File: src/rtl/ng_probe_pkg.sv
// Shared FSM encoding, control codes and module-header layout
// for the probe packet generator.
package ng_probe_pkg;

  typedef enum logic [2:0] {
    S_IDLE,
    S_PASS_HDR,
    S_PASS_BODY,
    S_TX_HDR,
    S_TX_SEQ,
    S_TX_FILL
  } state_t;

  localparam logic [7:0] CTRL_MODULE_HDR = 8'hff;
  localparam logic [7:0] CTRL_LAST_FULL  = 8'h01;

  localparam int HDR_DST_LSB  = 48;
  localparam int HDR_WLEN_LSB = 32;
  localparam int HDR_BLEN_LSB = 0;

  function automatic logic [63:0] mod_hdr(
    input logic [15:0] dst,
    input logic [15:0] words
  );
    logic [63:0] h;
    h = '0;
    h[HDR_DST_LSB +: 16]  = dst;
    h[HDR_WLEN_LSB +: 16] = words;
    h[HDR_BLEN_LSB +: 16] = {words[12:0], 3'b000};
    return h;
  endfunction

endpackage

File: src/rtl/small_fifo.sv
// First-word-fall-through FIFO; dout is valid whenever empty is low.
// nearly_full rises one entry before full.
module small_fifo #(
  parameter int WIDTH          = 72,
  parameter int MAX_DEPTH_BITS = 5
) (
  input  logic             clk,
  input  logic             reset,
  input  logic [WIDTH-1:0] din,
  input  logic             wr_en,
  input  logic             rd_en,
  output logic [WIDTH-1:0] dout,
  output logic             nearly_full,
  output logic             empty
);

  localparam int DEPTH = 1 << MAX_DEPTH_BITS;
  localparam logic [MAX_DEPTH_BITS:0] FULL_CNT =
    {1'b1, {MAX_DEPTH_BITS{1'b0}}};
  localparam logic [MAX_DEPTH_BITS:0] NF_CNT = FULL_CNT - 1'b1;

  logic [WIDTH-1:0]          mem [DEPTH];
  logic [MAX_DEPTH_BITS-1:0] wr_ptr;
  logic [MAX_DEPTH_BITS-1:0] rd_ptr;
  logic [MAX_DEPTH_BITS:0]   count;
  logic                      full;
  logic                      do_wr;
  logic                      do_rd;

  assign full        = count == FULL_CNT;
  assign nearly_full = count >= NF_CNT;
  assign empty       = count == '0;
  assign do_wr       = wr_en && !full;
  assign do_rd       = rd_en && !empty;
  assign dout        = mem[rd_ptr];

  always_ff @(posedge clk or negedge reset) begin
    if (!reset) begin
      wr_ptr <= '0;
      rd_ptr <= '0;
      count  <= '0;
    end else begin
      if (do_wr) wr_ptr <= wr_ptr + 1'b1;
      if (do_rd) rd_ptr <= rd_ptr + 1'b1;
      unique case ({do_wr, do_rd})
        2'b10:   count <= count + 1'b1;
        2'b01:   count <= count - 1'b1;
        default: count <= count;
      endcase
    end
  end

  always_ff @(posedge clk) begin
    if (do_wr) mem[wr_ptr] <= din;
  end

endmodule

File: src/rtl/probe_pkt_gen.sv
// Injects timed probe bursts between passthrough packets
// on the user data path.
module probe_pkt_gen
  import ng_probe_pkg::*;
#(
  parameter int DATA_WIDTH        = 64,
  parameter int CTRL_WIDTH        = 8,
  parameter int TS_WIDTH          = 32,
  parameter int MIN_PAYLOAD_WORDS = 2,
  parameter int FIFO_DEPTH_BITS   = 5
) (
  input  logic                  clk,
  input  logic                  reset,
  input  logic [DATA_WIDTH-1:0] in_data,
  input  logic [CTRL_WIDTH-1:0] in_ctrl,
  input  logic                  in_wr,
  output logic                  in_rdy,
  output logic [DATA_WIDTH-1:0] out_data,
  output logic [CTRL_WIDTH-1:0] out_ctrl,
  output logic                  out_wr,
  input  logic                  out_rdy,
  input  logic                  cfg_start,
  input  logic [15:0]           cfg_num_pkts,
  input  logic [15:0]           cfg_gap,
  input  logic [7:0]            cfg_payload_words,
  input  logic [15:0]           cfg_dst_port,
  output logic                  busy,
  output logic [15:0]           sent_count,
  output logic [TS_WIDTH-1:0]   timestamp
);

  localparam int FW = CTRL_WIDTH + DATA_WIDTH;

  state_t                state;
  state_t                state_nxt;
  logic [FW-1:0]         fifo_dout;
  logic [CTRL_WIDTH-1:0] fwd_ctrl;
  logic [DATA_WIDTH-1:0] fwd_data;
  logic                  fifo_empty;
  logic                  fifo_nf;
  logic                  fifo_rd;
  logic [15:0]           remaining;
  logic [15:0]           gap_cnt;
  logic [15:0]           gap_r;
  logic [15:0]           dst_r;
  logic [7:0]            len_r;
  logic [7:0]            len_in;
  logic [7:0]            fill_left;
  logic [TS_WIDTH-1:0]   ts_snap;
  logic                  probe_due;
  logic                  pass_sel;
  logic                  fwd_ok;
  logic                  last_fill;
  logic                  fire;

  small_fifo #(
    .WIDTH          (FW),
    .MAX_DEPTH_BITS (FIFO_DEPTH_BITS)
  ) u_fifo (
    .clk         (clk),
    .reset       (reset),
    .din         ({in_ctrl, in_data}),
    .wr_en       (in_wr),
    .rd_en       (fifo_rd),
    .dout        (fifo_dout),
    .nearly_full (fifo_nf),
    .empty       (fifo_empty)
  );

  assign in_rdy = !fifo_nf;
  assign {fwd_ctrl, fwd_data} = fifo_dout;

  assign probe_due = busy && remaining != '0
                  && gap_cnt == '0;
  assign pass_sel  = (state == S_IDLE && !probe_due)
                  || state == S_PASS_HDR
                  || state == S_PASS_BODY;
  assign fwd_ok    = pass_sel && !fifo_empty && out_rdy;
  assign last_fill = fill_left == 8'd1;
  assign fire      = cfg_start && !busy;

  assign len_in =
    (cfg_payload_words < 8'(MIN_PAYLOAD_WORDS))
      ? 8'(MIN_PAYLOAD_WORDS) : cfg_payload_words;

  always_ff @(posedge clk or negedge reset) begin
    if (!reset) state <= S_IDLE;
    else        state <= state_nxt;
  end

  always_comb begin
    state_nxt = state;
    unique case (state)
      S_IDLE: begin
        if (probe_due)
          state_nxt = S_TX_HDR;
        else if (fwd_ok && fwd_ctrl == CTRL_WIDTH'(CTRL_MODULE_HDR))
          state_nxt = S_PASS_HDR;
      end
      S_PASS_HDR:
        if (fwd_ok && fwd_ctrl == '0) state_nxt = S_PASS_BODY;
      S_PASS_BODY:
        if (fwd_ok && fwd_ctrl != '0) state_nxt = S_IDLE;
      S_TX_HDR:
        if (out_rdy) state_nxt = S_TX_SEQ;
      S_TX_SEQ:
        if (out_rdy) state_nxt = S_TX_FILL;
      S_TX_FILL:
        if (out_rdy && last_fill) state_nxt = S_IDLE;
      default: state_nxt = S_IDLE;
    endcase
  end

  always_comb begin
    out_wr   = 1'b0;
    fifo_rd  = 1'b0;
    out_ctrl = '0;
    out_data = '0;
    unique case (1'b1)
      pass_sel: begin
        out_wr   = fwd_ok;
        fifo_rd  = fwd_ok;
        out_ctrl = fwd_ctrl;
        out_data = fwd_data;
      end
      state == S_TX_HDR: begin
        out_wr   = out_rdy;
        out_ctrl = CTRL_WIDTH'(CTRL_MODULE_HDR);
        out_data = DATA_WIDTH'(mod_hdr(dst_r, {8'h00, len_r}));
      end
      state == S_TX_SEQ: begin
        out_wr   = out_rdy;
        out_data = DATA_WIDTH'({sent_count, 16'h0, 32'(ts_snap)});
      end
      state == S_TX_FILL: begin
        out_wr = out_rdy;
        if (last_fill) out_ctrl = CTRL_WIDTH'(CTRL_LAST_FULL);
      end
      default: ;
    endcase
  end

  // The IDLE turnaround cycle is itself one gap clock, hence gap-1.
  always_ff @(posedge clk or negedge reset) begin
    if (!reset) begin
      timestamp  <= '0;
      busy       <= 1'b0;
      sent_count <= '0;
      remaining  <= '0;
      gap_cnt    <= '0;
      gap_r      <= '0;
      dst_r      <= '0;
      len_r      <= '0;
      fill_left  <= '0;
      ts_snap    <= '0;
    end else begin
      timestamp <= timestamp + 1'b1;
      if (gap_cnt != '0) gap_cnt <= gap_cnt - 1'b1;
      if (fire) begin
        busy       <= cfg_num_pkts != '0;
        remaining  <= cfg_num_pkts;
        sent_count <= '0;
        gap_cnt    <= '0;
        gap_r      <= cfg_gap;
        dst_r      <= cfg_dst_port;
        len_r      <= len_in;
      end
      if (state == S_TX_HDR && out_rdy) ts_snap <= timestamp;
      if (state == S_TX_SEQ && out_rdy) fill_left <= len_r - 1'b1;
      if (state == S_TX_FILL && out_rdy) begin
        fill_left <= fill_left - 1'b1;
        if (last_fill) begin
          remaining  <= remaining - 1'b1;
          sent_count <= sent_count + 1'b1;
          gap_cnt    <= (gap_r == '0) ? '0 : gap_r - 1'b1;
          if (remaining == 16'd1) busy <= 1'b0;
        end
      end
    end
  end

endmodule

File: config.mk
export PLATFORM = sky130hd
export DESIGN_NAME = probe_pkt_gen
export DESIGN_NICKNAME = d
export VERILOG_FILES = /design/src/rtl/ng_probe_pkg.sv /design/src/rtl/small_fifo.sv /design/src/rtl/probe_pkt_gen.sv
export SDC_FILE = /design/constraint.sdc
export NUM_CORES = 2
export LEC_CHECK = 0
export ABC_AREA = 0
export ABC_CLOCK_PERIOD_IN_PS = 6100
export CORE_UTILIZATION = 30
export DETAILED_ROUTE_END_ITERATION = 10
export PLACE_DENSITY = 0.5
export SKIP_LAST_GASP = 1
export SLEW_MARGIN = 0
export SYNTH_ARGS = -nofsm -noshare
export SYNTH_HDL_FRONTEND = slang
export SYNTH_SLANG_ARGS = --single-unit
File: constraint.sdc
create_clock -name clk -period 6.1 [get_ports clk]
set_input_delay 1.22 -clock clk [delete_from_list [all_inputs] [get_ports clk]]
set_output_delay 1.22 -clock clk [all_outputs]
set_load 0.01 [all_outputs]
==> results.txt <==
Outcome -> complete, no violations
Worst path slowest cell -> clkdlybuf4s50_1
I/O Pins -> 256
Least-Margin Pin Slew -> 1240 ps
Overall via count from detail_route -> 47,200
First-pass GRT wire length -> 388,500 um
Layout cells sized above 1 -> 26.00%
DR vias/cell -> 5.031
Fin. Hold Viols -> 0
Final Power -> 51.55 mW
Pwr Density -> 451.0 nW/um^2
Unique cell type count in the Yosys netlist -> 69
Final wirelength -> 281,200 um
Port Buffers -> 255
Critical-path cell list -> or3_4 -> or4_4 -> o41ai_4 -> nor4_4 -> nand2b_4 -> buf_12 -> o21ai_1 -> clkdlybuf4s50_1
Root buffer cell -> clkbuf_16
Part of the cycle the worst path needs -> 94.43%
Arrival @ worst endpoint -> 4540 ps
Worst path max stage delay -> 660 ps
Leakage power -> 36.22 nW
Multi-input gate area -> 22,110 sq um
Iteration-0 DRC count of the detailed router -> 4,790
Clock Latency Late Sink -> 840 ps
Initial antenna violation count -> 52
Row count -> 207
Yosys reg bits -> 2,484
Hold buffer count at cts -> 0
Post-Route Setup TNS -> 0 ps
GRT Total Usage -> 17.11%
Worst relative slew slack -> 17.31%
Gate Count Post-Synth -> 4,409
Placed Cells -> 8,892
Crit Path Max Fanout -> 6
M2 GR Usage -> 28.87%
CTS HTree Levels -> 5
Grt met3 use -> 3.724%
TritonCTS buffer count -> 268
Worst Hold Class -> input port to async pin
Syn Area/Cell -> 21.89 sq um
HPWL Detailed -> 152,600 um
Clock Path Buffers -> 4
Setup Skew -> 52.55 ps
Clock Pin Slew Worst Setup and Hold Paths -> 60 ps
Critical Path RT -> 4880 ps
Die ar. -> 323,900 sq um
Number of synthesized flops with an enable pin -> 2,304
RD Place Congestion -> 0.7738
Vias in the first global route -> 49,010
Setup violations, final -> 0
Net Count, Synth -> 4,559
Initial Util -> 30.24%
Setup CP Type -> register to output port
CTS Sinks -> 2,484
Most used routing layer -> met2
Area growth syn-to-layout -> 18.46%
Yosys warning count -> 0
Core Region -> 319,100 sq um
Synth Flop Type -> edfxtp_1
Chip Height -> 569.1 um
Fmax -> 173.6 MHz
Crit start category -> register
Drt drc -> 0
Max-slew violation count -> 0
Antenna Nets Post-Route -> 0
RSZ-0062 raised after global routing -> false
Finished Layout Cells -> 9,381
Total gr overflow -> 0
Register area -> 73,700 sq um
Final Critical Period -> 5760 ps
Met1 global-route usage -> 22.09%
CTS tree -> yes
Max IR drop VDD -> 310.1 uV
Final Net Count -> 5,033
Largest net degree at the start of global routing -> 97
Die Width -> 569.1 um
Fillers -> 29,350
WL per Instance -> 29.97 um
Post-synth ARST share -> 7.246%
Endpoint class of the critical path -> output port
Post-Syn Area -> 96,490 sq um
Sequential fraction of the synthesis area -> 76.37%
Max cap viols -> 0
Pre-antenna DRT Iters -> 5
==> worst max-delay path, delay by kind of cell, from the launching register on <==
| family | cells | cell delay (ps) |
|---|---|---|
| buffers and inverters | 2 | 910 |
| AOI/OAI and AO/OA | 2 | 1040 |
| DFF | 1 | 430 |
| and+or+nand+nor | 4 | 1280 |
==> cell type report <==
class                   instances  area share (%)
inverters                      26          0.1007
flip-flops and latches       2484           64.48
clock buffers                 351           6.361
multi-input cells            1678           19.34
repair buffers                425           4.164
diodes                         23         0.05035
clock inverters               110          0.8122
well taps                    4284           4.689
==> report_power, final <==
group	internal, mW	switching (mW)	total (mW)	leakage [nW]
clock network	8.95	6.56	15.5	4.00
registers	19.8	0.540	20.3	23.1
logic	7.47	8.23	15.7	9.13
total	36.2	15.3	51.5	36.2
==> per-stage QoR <==
step	util (%)	hold WS [ps]	setup WS, ps	cell area, sq um
finish	35.82	386.6	339.6	114300
floorplan	-	446.1	572.4	96490
CTS	35.79	373.6	9.924	114200
detailed placement	33.21	468.9	519.2	106000
global placement	33.21	458.7	545.8	106000
global route	35.82	426.8	121.8	114300
==> metal layers <==
layer	share of wire, %	vias up
li1	-	19420
met1	41	25880
met2	50	1462
met3	6.2	412
met4	2.9	24
met5	0.055	-
==> Yosys cell counts (all sizes together), types with 29 or more instances <==
master  instances  area (sq um)
nand3          50         250.2
clkbuf        121         454.2
xnor2          54         473.0
xor2           29         254.0
nor3           31         155.2
mux4          694         15630
nor2           94         352.8
buf           101         432.9
nand2         233         874.6
mux2           52         589.3
o21ai         103         515.5
edfxtp       2304         69190
mux2i          77         770.7
dfrtp         180          4504
==> cells in the final DEF (no fill, tap or decap), types with 52 or more instances in the layout <==
cell and n:
dfrtp_1 177, clkdlybuf4s50_1 254, buf_12 74, clkbuf_16 278, clkinv_1 52, o21ai_0 101, xnor2_1 54, buf_4 96
mux2i_1 77, nand2_1 232, clkbuf_1 69, mux4_2 694, nor2_1 62, edfxtp_1 2304
==> state kept, by name (all words and copies together) (netlist names) <==
name,count
remaining,16
sent_count,16
u_fifo.wr_ptr,5
u_fifo.mem,2304
len_r,8
u_fifo.rd_ptr,5
gap_r,16
busy,1
gap_cnt,16
timestamp,32
dst_r,16
u_fifo.count,6
fill_left,8
ts_snap,32
state,3
==> cells by family after synthesis <==
logic type | count (synthesis) | share of synthesized area (%)
xor gates and xnor gates | 83 | 0.7534
muxes | 823 | 17.61
buffers and inverters | 248 | 1.026
and+or+nand+nor | 508 | 2.411
AOI/OAI and AO/OA | 246 | 1.613
DFF | 2484 | 76.37
adders and majority gates | 17 | 0.2204
==> what timing repair did <==
action,in CTS,in global routing
endpoints found under the setup margin,3,1
cloned,1,0
hold endpoints to repair,0,0
pin swaps,1,0
buffers inserted,1,3
resized for setup,4,0
==> worst paths after layout <==
path	startpoint	to	slack, ps	depth (start not counted)
min in group clk	dst_r[1]	dst_r[1]	480	2
max in group asynchronous	reset	timestamp[10]	4420	2
hold / removal	reset	gap_r[8]	390	1
setup reg to reg	gap_cnt[6]	u_fifo.count[4]	1380	15
setup / recovery	remaining[5]	out_data[60]	340	8
hold reg to reg	dst_r[1]	dst_r[1]	480	2
Power figures use the tool's default switching activity.
